===== config.mk =====
export PLATFORM = sky130hd
export DESIGN_NAME = led_frame_scheduler
export DESIGN_NICKNAME = d
export VERILOG_FILES = /design/src/rtl/led_pkg.sv /design/src/rtl/led_frame_bank.sv /design/src/rtl/led_frame_scheduler.sv
export SDC_FILE = /design/constraint.sdc
export NUM_CORES = 1
export LEC_CHECK = 0
export CAP_MARGIN = 40
export CORE_ASPECT_RATIO = 0.5
export CORE_UTILIZATION = 44
export CTS_BUF_LIST = sky130_fd_sc_hd__clkbuf_16
export CTS_CLUSTER_DIAMETER = 60
export DETAILED_ROUTE_END_ITERATION = 10
export GPL_TIMING_DRIVEN = 0
export PLACE_DENSITY = 0.71
export SYNTH_ARGS = -nofsm -noshare
export SYNTH_HDL_FRONTEND = slang
export SYNTH_HIERARCHICAL = 1
export SYNTH_SLANG_ARGS = --single-unit
export TNS_END_PERCENT = 30

===== constraint.sdc =====
create_clock -name clk_in -period 6.5 [get_ports clk_in]
set_input_delay 1.3 -clock clk_in [delete_from_list [all_inputs] [get_ports clk_in]]
set_output_delay 1.3 -clock clk_in [all_outputs]
set_load 0.01 [all_outputs]

===== src/rtl/led_pkg.sv =====
// Shared types for the LED frame scheduler: colour payload and scheduler states.
package led_pkg;

    typedef struct packed {
        logic [7:0] r;
        logic [7:0] g;
        logic [7:0] b;
    } rgb_t;

    localparam rgb_t RGB_BLACK = '{r: 8'h00, g: 8'h00, b: 8'h00};

    typedef enum logic [1:0] {
        RUN     = 2'd0,
        RESTART = 2'd1,
        COPY    = 2'd2
    } sched_state_t;

endpackage


===== src/rtl/led_frame_bank.sv =====
// Double frame store: bank_sel picks the display bank, writes go to the other bank.
// Display read is registered; LED_COPY_ON_SWAP_EN adds a combinational copy-read port.
module led_frame_bank
    import led_pkg::*;
#(
    parameter int unsigned NUM_LEDS = 30,
    parameter int unsigned IDX_W    = $clog2(NUM_LEDS)
) (
    input  logic             clk_in,
    input  logic             rst_in,
    input  logic             bank_sel,
    input  logic             wr_en,
    input  logic [IDX_W-1:0] wr_addr,
    input  rgb_t             wr_data,
    input  logic             rd_en,
    input  logic             rd_zero,
    input  logic [IDX_W-1:0] rd_addr,
    output rgb_t             rd_data
`ifdef LED_COPY_ON_SWAP_EN
    ,
    input  logic [IDX_W-1:0] copy_addr,
    output rgb_t             copy_data_c
`endif
);

    rgb_t mem [2][NUM_LEDS];

    // Frame storage, intentionally not cleared by reset.
    always_ff @(posedge clk_in) begin
        if (wr_en) begin
            mem[!bank_sel][wr_addr] <= wr_data;
        end
    end

    // Registered display read; rd_zero serves black (blanking or bad index).
    always_ff @(posedge clk_in) begin
        if (rst_in) begin
            rd_data <= RGB_BLACK;
        end else if (rd_en) begin
            rd_data <= rd_zero ? RGB_BLACK : mem[bank_sel][rd_addr];
        end
    end

`ifdef LED_COPY_ON_SWAP_EN
    assign copy_data_c = mem[bank_sel][copy_addr];
`endif

endmodule


===== src/rtl/led_frame_scheduler.sv =====
// Double-buffered frame store and sequencer in front of led_driver.
// Flips banks on frame boundaries and issues timed strand restarts via force_reset.
// Optional LED_COPY_ON_SWAP_EN: after each flip, copy the new display bank into the write bank.
module led_frame_scheduler
    import led_pkg::*;
#(
    parameter  int unsigned NUM_LEDS          = 30,
    parameter  int unsigned RESET_HOLD_CYCLES = 8000,
    localparam int unsigned IDX_W             = $clog2(NUM_LEDS)
) (
    input  logic             clk_in,
    input  logic             rst_in,
    input  logic [IDX_W-1:0] wr_addr,
    input  logic [23:0]      wr_color,
    input  logic             wr_valid,
    output logic             wr_ready,
    input  logic             swap_req,
    output logic             swap_done,
    input  logic             restart_in,
    input  logic             blank_in,
    input  logic [IDX_W-1:0] next_led_request,
    input  logic             request_valid,
    output logic [7:0]       red_out,
    output logic [7:0]       green_out,
    output logic [7:0]       blue_out,
    output logic             color_valid,
    output logic             force_reset,
    output logic             idx_err
);

    localparam int unsigned CNT_W = $clog2(RESET_HOLD_CYCLES + 1);
    localparam logic [CNT_W-1:0] HOLD_LOAD = CNT_W'(RESET_HOLD_CYCLES - 1);

    sched_state_t     state, state_d;
    logic [CNT_W-1:0] cnt, cnt_d;
    logic             bank_sel, bank_sel_d, bank_sel_eff;
    logic             swap_pending, pending_d;
    logic             swap_done_d, color_valid_d, idx_err_d, wr_ready_d, force_reset_d;
    logic             flip;
    logic             rd_en, rd_zero;
    logic             wr_en_m;
    logic [IDX_W-1:0] wr_addr_m;
    rgb_t             wr_data_m;
    rgb_t             rd_data;
    logic             req_oob, wr_oob;
`ifdef LED_COPY_ON_SWAP_EN
    logic [IDX_W-1:0] copy_idx, copy_idx_d;
    logic             copy_pending, copy_pending_d;
    rgb_t             copy_data_c;
`endif

    assign req_oob      = 32'(next_led_request) >= NUM_LEDS;
    assign wr_oob       = 32'(wr_addr) >= NUM_LEDS;
    assign bank_sel_eff = bank_sel ^ flip;

    assign red_out   = rd_data.r;
    assign green_out = rd_data.g;
    assign blue_out  = rd_data.b;

    // A flipping request is already served from the new display bank.
    led_frame_bank #(
        .NUM_LEDS (NUM_LEDS),
        .IDX_W    (IDX_W)
    ) u_bank (
        .clk_in      (clk_in),
        .rst_in      (rst_in),
        .bank_sel    (bank_sel_eff),
        .wr_en       (wr_en_m),
        .wr_addr     (wr_addr_m),
        .wr_data     (wr_data_m),
        .rd_en       (rd_en),
        .rd_zero     (rd_zero),
        .rd_addr     (next_led_request),
        .rd_data     (rd_data)
`ifdef LED_COPY_ON_SWAP_EN
        ,
        .copy_addr   (copy_idx),
        .copy_data_c (copy_data_c)
`endif
    );

    // State and registered outputs.
    always_ff @(posedge clk_in) begin
        if (rst_in) begin
            state        <= RUN;
            cnt          <= '0;
            bank_sel     <= 1'b0;
            swap_pending <= 1'b0;
            swap_done    <= 1'b0;
            color_valid  <= 1'b0;
            idx_err      <= 1'b0;
            force_reset  <= 1'b0;
            wr_ready     <= 1'b1;
`ifdef LED_COPY_ON_SWAP_EN
            copy_idx     <= '0;
            copy_pending <= 1'b0;
`endif
        end else begin
            state        <= state_d;
            cnt          <= cnt_d;
            bank_sel     <= bank_sel_d;
            swap_pending <= pending_d;
            swap_done    <= swap_done_d;
            color_valid  <= color_valid_d;
            idx_err      <= idx_err_d;
            force_reset  <= force_reset_d;
            wr_ready     <= wr_ready_d;
`ifdef LED_COPY_ON_SWAP_EN
            copy_idx     <= copy_idx_d;
            copy_pending <= copy_pending_d;
`endif
        end
    end

    // Next-state: swap handshake, host writes, serving and restart sequencing.
    always_comb begin
        state_d       = state;
        cnt_d         = cnt;
        bank_sel_d    = bank_sel;
        pending_d     = swap_pending;
        swap_done_d   = 1'b0;
        color_valid_d = color_valid;
        idx_err_d     = idx_err;
        flip          = 1'b0;
        rd_en         = 1'b0;
        rd_zero       = 1'b0;
        wr_en_m       = 1'b0;
        wr_addr_m     = wr_addr;
        wr_data_m     = rgb_t'(wr_color);
`ifdef LED_COPY_ON_SWAP_EN
        copy_idx_d     = copy_idx;
        copy_pending_d = copy_pending;
`endif

        // Flip at frame start, or straight away while the strand is held in reset.
        if ((swap_pending || swap_req) &&
            ((state == RESTART) || (request_valid && next_led_request == '0))) begin
            flip        = 1'b1;
            bank_sel_d  = !bank_sel;
            pending_d   = 1'b0;
            swap_done_d = 1'b1;
        end else if (swap_req) begin
            pending_d = 1'b1;
        end

        if (wr_valid && wr_ready) begin
            if (wr_oob) begin
                idx_err_d = 1'b1;
            end else begin
                wr_en_m = 1'b1;
            end
        end

        if (state != RESTART && request_valid) begin
            rd_en         = 1'b1;
            color_valid_d = 1'b1;
            if (req_oob) begin
                rd_zero   = 1'b1;
                idx_err_d = 1'b1;
            end
            if (blank_in) begin
                rd_zero = 1'b1;
            end
        end

        case (state)
            RUN: begin
                if (restart_in) begin
                    state_d       = RESTART;
                    cnt_d         = HOLD_LOAD;
                    color_valid_d = 1'b0;
`ifdef LED_COPY_ON_SWAP_EN
                    copy_pending_d = flip;
                end else if (flip) begin
                    state_d    = COPY;
                    copy_idx_d = '0;
`endif
                end
            end
            RESTART: begin
                color_valid_d = 1'b0;
`ifdef LED_COPY_ON_SWAP_EN
                copy_pending_d = copy_pending || flip;
`endif
                if (restart_in) begin
                    cnt_d = HOLD_LOAD;
                end else if (cnt == '0) begin
`ifdef LED_COPY_ON_SWAP_EN
                    if (copy_pending || flip) begin
                        state_d        = COPY;
                        copy_idx_d     = '0;
                        copy_pending_d = 1'b0;
                    end else begin
                        state_d = RUN;
                    end
`else
                    state_d = RUN;
`endif
                end else begin
                    cnt_d = cnt - 1'b1;
                end
            end
`ifdef LED_COPY_ON_SWAP_EN
            COPY: begin
                wr_en_m   = 1'b1;
                wr_addr_m = copy_idx;
                wr_data_m = copy_data_c;
                if (restart_in) begin
                    state_d        = RESTART;
                    cnt_d          = HOLD_LOAD;
                    color_valid_d  = 1'b0;
                    copy_pending_d = 1'b1;
                end else if (flip) begin
                    copy_idx_d = '0;
                end else if (copy_idx == IDX_W'(NUM_LEDS - 1)) begin
                    state_d = RUN;
                end else begin
                    copy_idx_d = copy_idx + 1'b1;
                end
            end
`endif
            default: state_d = RUN;
        endcase

        force_reset_d = (state_d == RESTART);
        // Hold the host off from swap request until one cycle after the flip, and during copy.
        wr_ready_d    = !(pending_d || swap_pending || state_d == COPY);
    end

endmodule


---- Word-level counts from Yosys, hierarchy flattened ----
Memory sizes are Yosys's and may differ from the RTL's.
Index checks and enable logic that the tools add are counted.
cells by class
  add/subtract/negate cells ............... 1
  multiply operators ...................... 0
  divide/modulo/power cells ............... 0
  order comparisons ....................... 5
  equality and inequality tests ........... 6
  shifts and indexed selects .............. 0
  mux-type cells .......................... 32
  bitwise gates (word level) .............. 3
  reduce and logical (&&, ||, !) cells .... 17
operators by type and width
  operator               number
  $mux 720               1
  $bmux 24 s5            1
  $demux 24 s5           1
  $mux 24                4
  $mux 13                3
  $pmux 13 s2            1
  $mux 1                 16
  $logic_not 13->1       1
  $sub 13x1->13 const B  1
  $ge 6x6->1 const B     2
  $not 5->6              2
  $ge 5x5->1 const B     2
  $lt 6x1->1 const B     1
  $mux 2                 3
  $logic_and 1x1->1      5
  $logic_not 5->1        1
  $eq 2x1->1 const B     2
  $logic_or 1x1->1       4
  $pmux 2 s2             1
  $logic_not 1->1        3
  $ne 3x3->1 const B     1
  $reduce_and 3->1       1
  $eq 2x2->1 const B     1
  $logic_not 2->1        1
  5 further kinds        5
word-level totals
  register bits ........................... 46
  latch bits .............................. 0
  RAM bits ................................ 1,440
  bits in read-only memories .............. 0
  input bits .............................. 41
  output and inout bits ................... 29
  word-level logic and storage cells ...... 77
  memories ................................ 1
memory list
  memory      depth  width  rd ports  clocked after memory_dff  write ports  line                  RTL
  u_bank.mem  2      720    1         0                         1            led_frame_bank.sv:26  rgb_t mem [2][NUM_LEDS];

---- Depth between registers and ports, before layout ----
An unclocked memory read counts as a cell.
  word-level depth ........................ 11
  mapped depth ............................ 16
  gate-level depth less buffers ........... 10

---- By module ----
The synthesis kept the hierarchy.
by module, submodules not included
  module               times used  cells an instance  area an instance (um^2)  sequential area each (um^2)
  led_frame_bank       1           2,456              55,896.1                 43,721.9
  led_frame_scheduler  1           127                1,088.5                  440.4

---- Least setup slack after synthesis ----
Ideal clock, no wire load.
  path kind ............................... input -> register
  start ................................... in next_led_request[0]
  end ..................................... mem u_bank/mem[0][144] (netlist bit), enable pin
  library setup time ...................... 0.405 ns
  arrival time ............................ 4.858 ns
  path slack .............................. 1.237 ns
  stages .................................. 12
  cell sequence ........................... or4b_1 -> o31a_1 -> or3_1 -> nand2_1 -> buf_6 -> buf_6 -> buf_6 -> buf_4 -> buf_6 -> buf_4 -> nand4_1 -> nor2_1
on the way
  longest elaborated chain between the ends .. 7
RTL lines
  element            line                        RTL
  from (decl)        led_frame_scheduler.sv:21   input logic [IDX_W-1:0] next_led_request,
  $logic_not 5->1    led_frame_scheduler.sv:137  ((state == RESTART) || (request_valid && next_led_request == '0))) begin
  $logic_and 1x1->1  led_frame_scheduler.sv:137
  $logic_or 1x1->1   led_frame_scheduler.sv:137
  $logic_and 1x1->1  led_frame_scheduler.sv:136  if ((swap_pending || swap_req) &&
  $mux 1             led_frame_scheduler.sv:136
  $xor 1x1->1        led_frame_scheduler.sv:54   assign bank_sel_eff = bank_sel ^ flip;
  net bank_sel_eff   led_frame_scheduler.sv:36   logic bank_sel, bank_sel_d, bank_sel_eff;
  $logic_not 1->1    led_frame_bank.sv:31        mem[!bank_sel][wr_addr] <= wr_data;
  to (decl)          led_frame_bank.sv:26
The timed path passes the listed nets, and every way through them passes these cells.

---- Final worst setup path ----
  start ................................... in request_valid
  end ..................................... mem u_bank/mem[0][378] (netlist bit), enable pin
on the way
  longest elaborated chain between the ends .. 6
RTL lines
  element            line                        RTL
  from (decl)        led_frame_scheduler.sv:22   input logic request_valid,
  $logic_and 1x1->1  led_frame_scheduler.sv:137
  $logic_or 1x1->1   led_frame_scheduler.sv:137
  $logic_and 1x1->1  led_frame_scheduler.sv:136
  $mux 1             led_frame_scheduler.sv:136
  $xor 1x1->1        led_frame_scheduler.sv:54
  net bank_sel_eff   led_frame_scheduler.sv:36
  $logic_not 1->1    led_frame_bank.sv:31
The timed path passes the listed nets, and every way through them passes these cells.

==> results by group <==
Status
  – Status: completed

Global route
  – Vias in the first global route: 29730
  – Largest net degree at the start of global routing: between 60 and 70
  – Initial antenna violation count: 10
  – Total track usage: between 20% and 30%
  – First-pass GRT wire length: about 230000 µm
  – GR Overflow Total: 0

Power
  – Switch share: 22.15%
  – Clock share of power: around 39%
  – Leakage power: 20.69 nW
  – Comb power frac: 6.7%
  – Net Switching: around 4.3 mW
  – Reg power frac: a little over half
  – Int Pwr: around 15 mW
  – Pwr/cell area: ~300 nW/µm²
  – Pwr Total: approximately 20 mW
  – Maximum vdd drop: between 0.0002 and 0.00025 V

Place
  – Port buffer count: roughly 70
  – Final HPWL DP: about 110000 µm
  – DP Area: 62360 µm²
  – Post-Place Cells: ~4400
  – Gp weighted congestion: ~0.94

Clock tree
  – CTS Hold Bufs: 0
  – Clk sink count: ~1500
  – H-tree lvl count: 4
  – Post-CTS Repair Setup Buffers: 0
  – CTS resizes: 0
  – Max clock buf depth: 3
  – CTS buffer count: about 140
  – Clock Pin Slew Worst Setup and Hold Paths: 0.06 ns
  – Skew-Pair Late Insertion Delay: between 0.7 and 0.8 ns
  – Root Driver: clkbuf_16
  – CTS tree: yes

Setup path
  – CP arrival: 6.53 ns
  – Max FO, Critical Path: 13
  – Critical path required time: 6.94 ns
  – Critical Path End Type: register
  – CP Launch Type: input pin
  – Kind of critical path: input pin to register

Worst hold path
  – Min-delay worst type: register to register

Yosys
  – Synthesized area: roughly 57000 µm²
  – Sequential area share after synthesis: ~77%
  – Netlist cell types: approximately 60
  – Prevailing post-synth register cell: edfxtp_1
  – #FFs+latches synth: 1486
  – Syn nets: 2625
  – Syn Area/Cell: roughly 22 µm²
  – Mapped Cells: about 2600
  – Yosys Warn Count: 6
  – FFs w/ async S/R, synth: 0%
  – Post-synth EDFFs: ~1400

Final layout
  – Area grow syn2layout: 16.99%
  – Post-layout instance area: 66670 µm²
  – Final Core Density: 52.41%
  – Post-route insts no fill: ~4700
  – Post-layout nets: slightly below 3000
  – Layout cells sized above 1: 27.86%

Route
  – First-pass DRT Iterations: 6
  – DRC errors left: 0
  – Detail Route Antenna Nets: 0
  – WL final: ~170000 µm
  – Vias/cell: ~6.5
  – Via count: roughly 30000
  – Initial DRC count: about 5300
  – Avg WL per Cell: between 30 and 40 µm

Timing
  – Clock skew: between 0.03 and 0.04 ns
  – Slew margin rel.: around a third
  – Hold Vio Cnt, Final: 0
  – Worst Max-Slew Pin Slew: just over 1 ns
  – Pins Over Slew Limit: 0
  – Minimum clock period: ~6.1 ns
  – RSZ-0062 raised after global routing: false
  – Hold WS: around 0.5 ns
  – Setup violators final: 0
  – Peak Freq: between 150 and 200 MHz
  – Part of the cycle the worst path needs: between 90% and 100%

Job
  – Max Cap Viol: 0

Die
  – Die H: ~260 µm
  – Die area: around 130000 µm²
  – Core box area: around 130000 µm²
  – Starting Density: approximately 45%
  – Top-Level Pins: 70
  – Row cnt: a little over 90
  – Die X: between 500 and 600 µm
## synthesized netlist by cell type, types with 9 or more instances
cell / n / area, µm²
a211oi_1: 21 / 157.7
a21oi_1: 35 / 175.2
a221oi_1: 12 / 105.1
a22oi_1: 45 / 337.8
buf_1: 16 / 60.06
buf_2: 49 / 245.2
buf_4: 16 / 120.1
buf_6: 17 / 191.4
clkbuf_1: 40 / 150.1
dfxtp_1: 46 / 920.9
edfxtp_1: 1440 / 43240
inv_1: 10 / 37.54
mux2_2: 9 / 101.4
mux2i_1: 84 / 840.8
mux4_2: 361 / 8130
nand2_1: 61 / 229.0
nand2b_1: 14 / 87.58
nand3_1: 19 / 95.09
nor2_1: 92 / 345.3
nor2b_1: 23 / 143.9
nor3_1: 12 / 60.06
o21ai_0: 10 / 50.05
o22ai_1: 37 / 231.5
## registers in the layout, indices dropped and copies added, names as in the netlist
name / cells
color_valid: 1
bank_sel: 1
swap_done: 1
swap_pending: 1
u_bank/rd_data: 24
force_reset: 1
u_bank/mem: 1440
wr_ready: 1
cnt: 13
state: 2
idx_err: 1
## critical path, cell delays in order
cell and delay, ns:
clkdlybuf4s50_1 0.61, or4b_1 0.46, o31a_1 0.29, or3_1 0.37
nand2_1 0.10, buf_6 0.14, buf_6 0.20, buf_6 0.31
buf_4 0.31, buf_6 0.26, buf_4 0.29, nand3_1 0.65
nor2_4 0.91, buf_16 0.25
## area by class of cell
cell class                 instances  area [µm²]
sequential                      1486       44160
clock buffer                     141        3528
antenna                            3       7.507
tap                             1692        2117
clock inverter                   105       660.6
multi-input combinational        949       12480
timing repair buffer             182        2910
buffer                           138       767.0
fill                            9297       60530
inverter                          10       37.54
## routing by layer
| layer | global-route usage, % | vias up | routed length [µm] |
|---|---|---|---|
| li1 | - | 11620 | - |
| met2 | 36.73 | 2623 | 71850 |
| met3 | 9.553 | 523 | 26250 |
| met1 | 33.06 | 15910 | 58140 |
| met5 | 0.5407 | - | 194 |
| met4 | 12.27 | 14 | 9324 |
## logic make-up after synthesis
logic type                 count (synthesis)  share of synthesized area [%]
AOI/OAI and AO/OA                        235                          2.951
adders and majority gates                  1                        0.02195
buffers and inverters                    148                          1.412
DFF                                     1486                          77.50
muxes                                    454                          15.92
other                                      1                       0.006581
and+or+nand+nor                          258                          2.189
## per-stage QoR
stage | setup slack [ns] | setup TNS, ns
2_1_floorplan | 1.237 | 0
3_3_place_gp | -1.797 | -1733.57
3_5_place_dp | -0.4092 | -72.92
4_1_cts | 0.3671 | 0
5_1_grt | 0.3668 | 0
6_report | 0.4190 | 0
## layout by cell type (no fill, tap or decap), drive strengths merged, types with 23 or more instances in the layout
cell and instances:
nor2b 23, clkdlybuf4s50 45, clkbuf 181, inv 55
o22ai 37, buf 234, a22oi 45, edfxtp 1440
nor2 92, a21oi 35, mux2i 84, mux4 361
clkinv 52, dfxtp 46, nand2 61
## power by group through the flow
| stage | clock (mW) | combinational [mW] | sequential, mW |
|---|---|---|---|
| 2_1_floorplan | 0 | 0.619 | 10.8 |
| 3_3_place_gp | 0 | 1.15 | 10.8 |
| 3_5_place_dp | 0 | 1.25 | 10.8 |
| 4_1_cts | 7.69 | 1.25 | 10.6 |
| 5_1_grt | 8.04 | 1.33 | 10.6 |
| 6_report | 7.64 | 1.30 | 10.6 |
## worst paths after layout
check	startpoint	end	slack, ns	cells past startpoint
hold / removal	idx_err	idx_err	0.49	1
setup / recovery	request_valid	u_bank/mem[0][378]	0.42	14
hold reg to reg	idx_err	idx_err	0.49	1
setup reg to reg	state[1]	u_bank/mem[0][378]	1.41	13
Power figures use the tool's default switching activity.
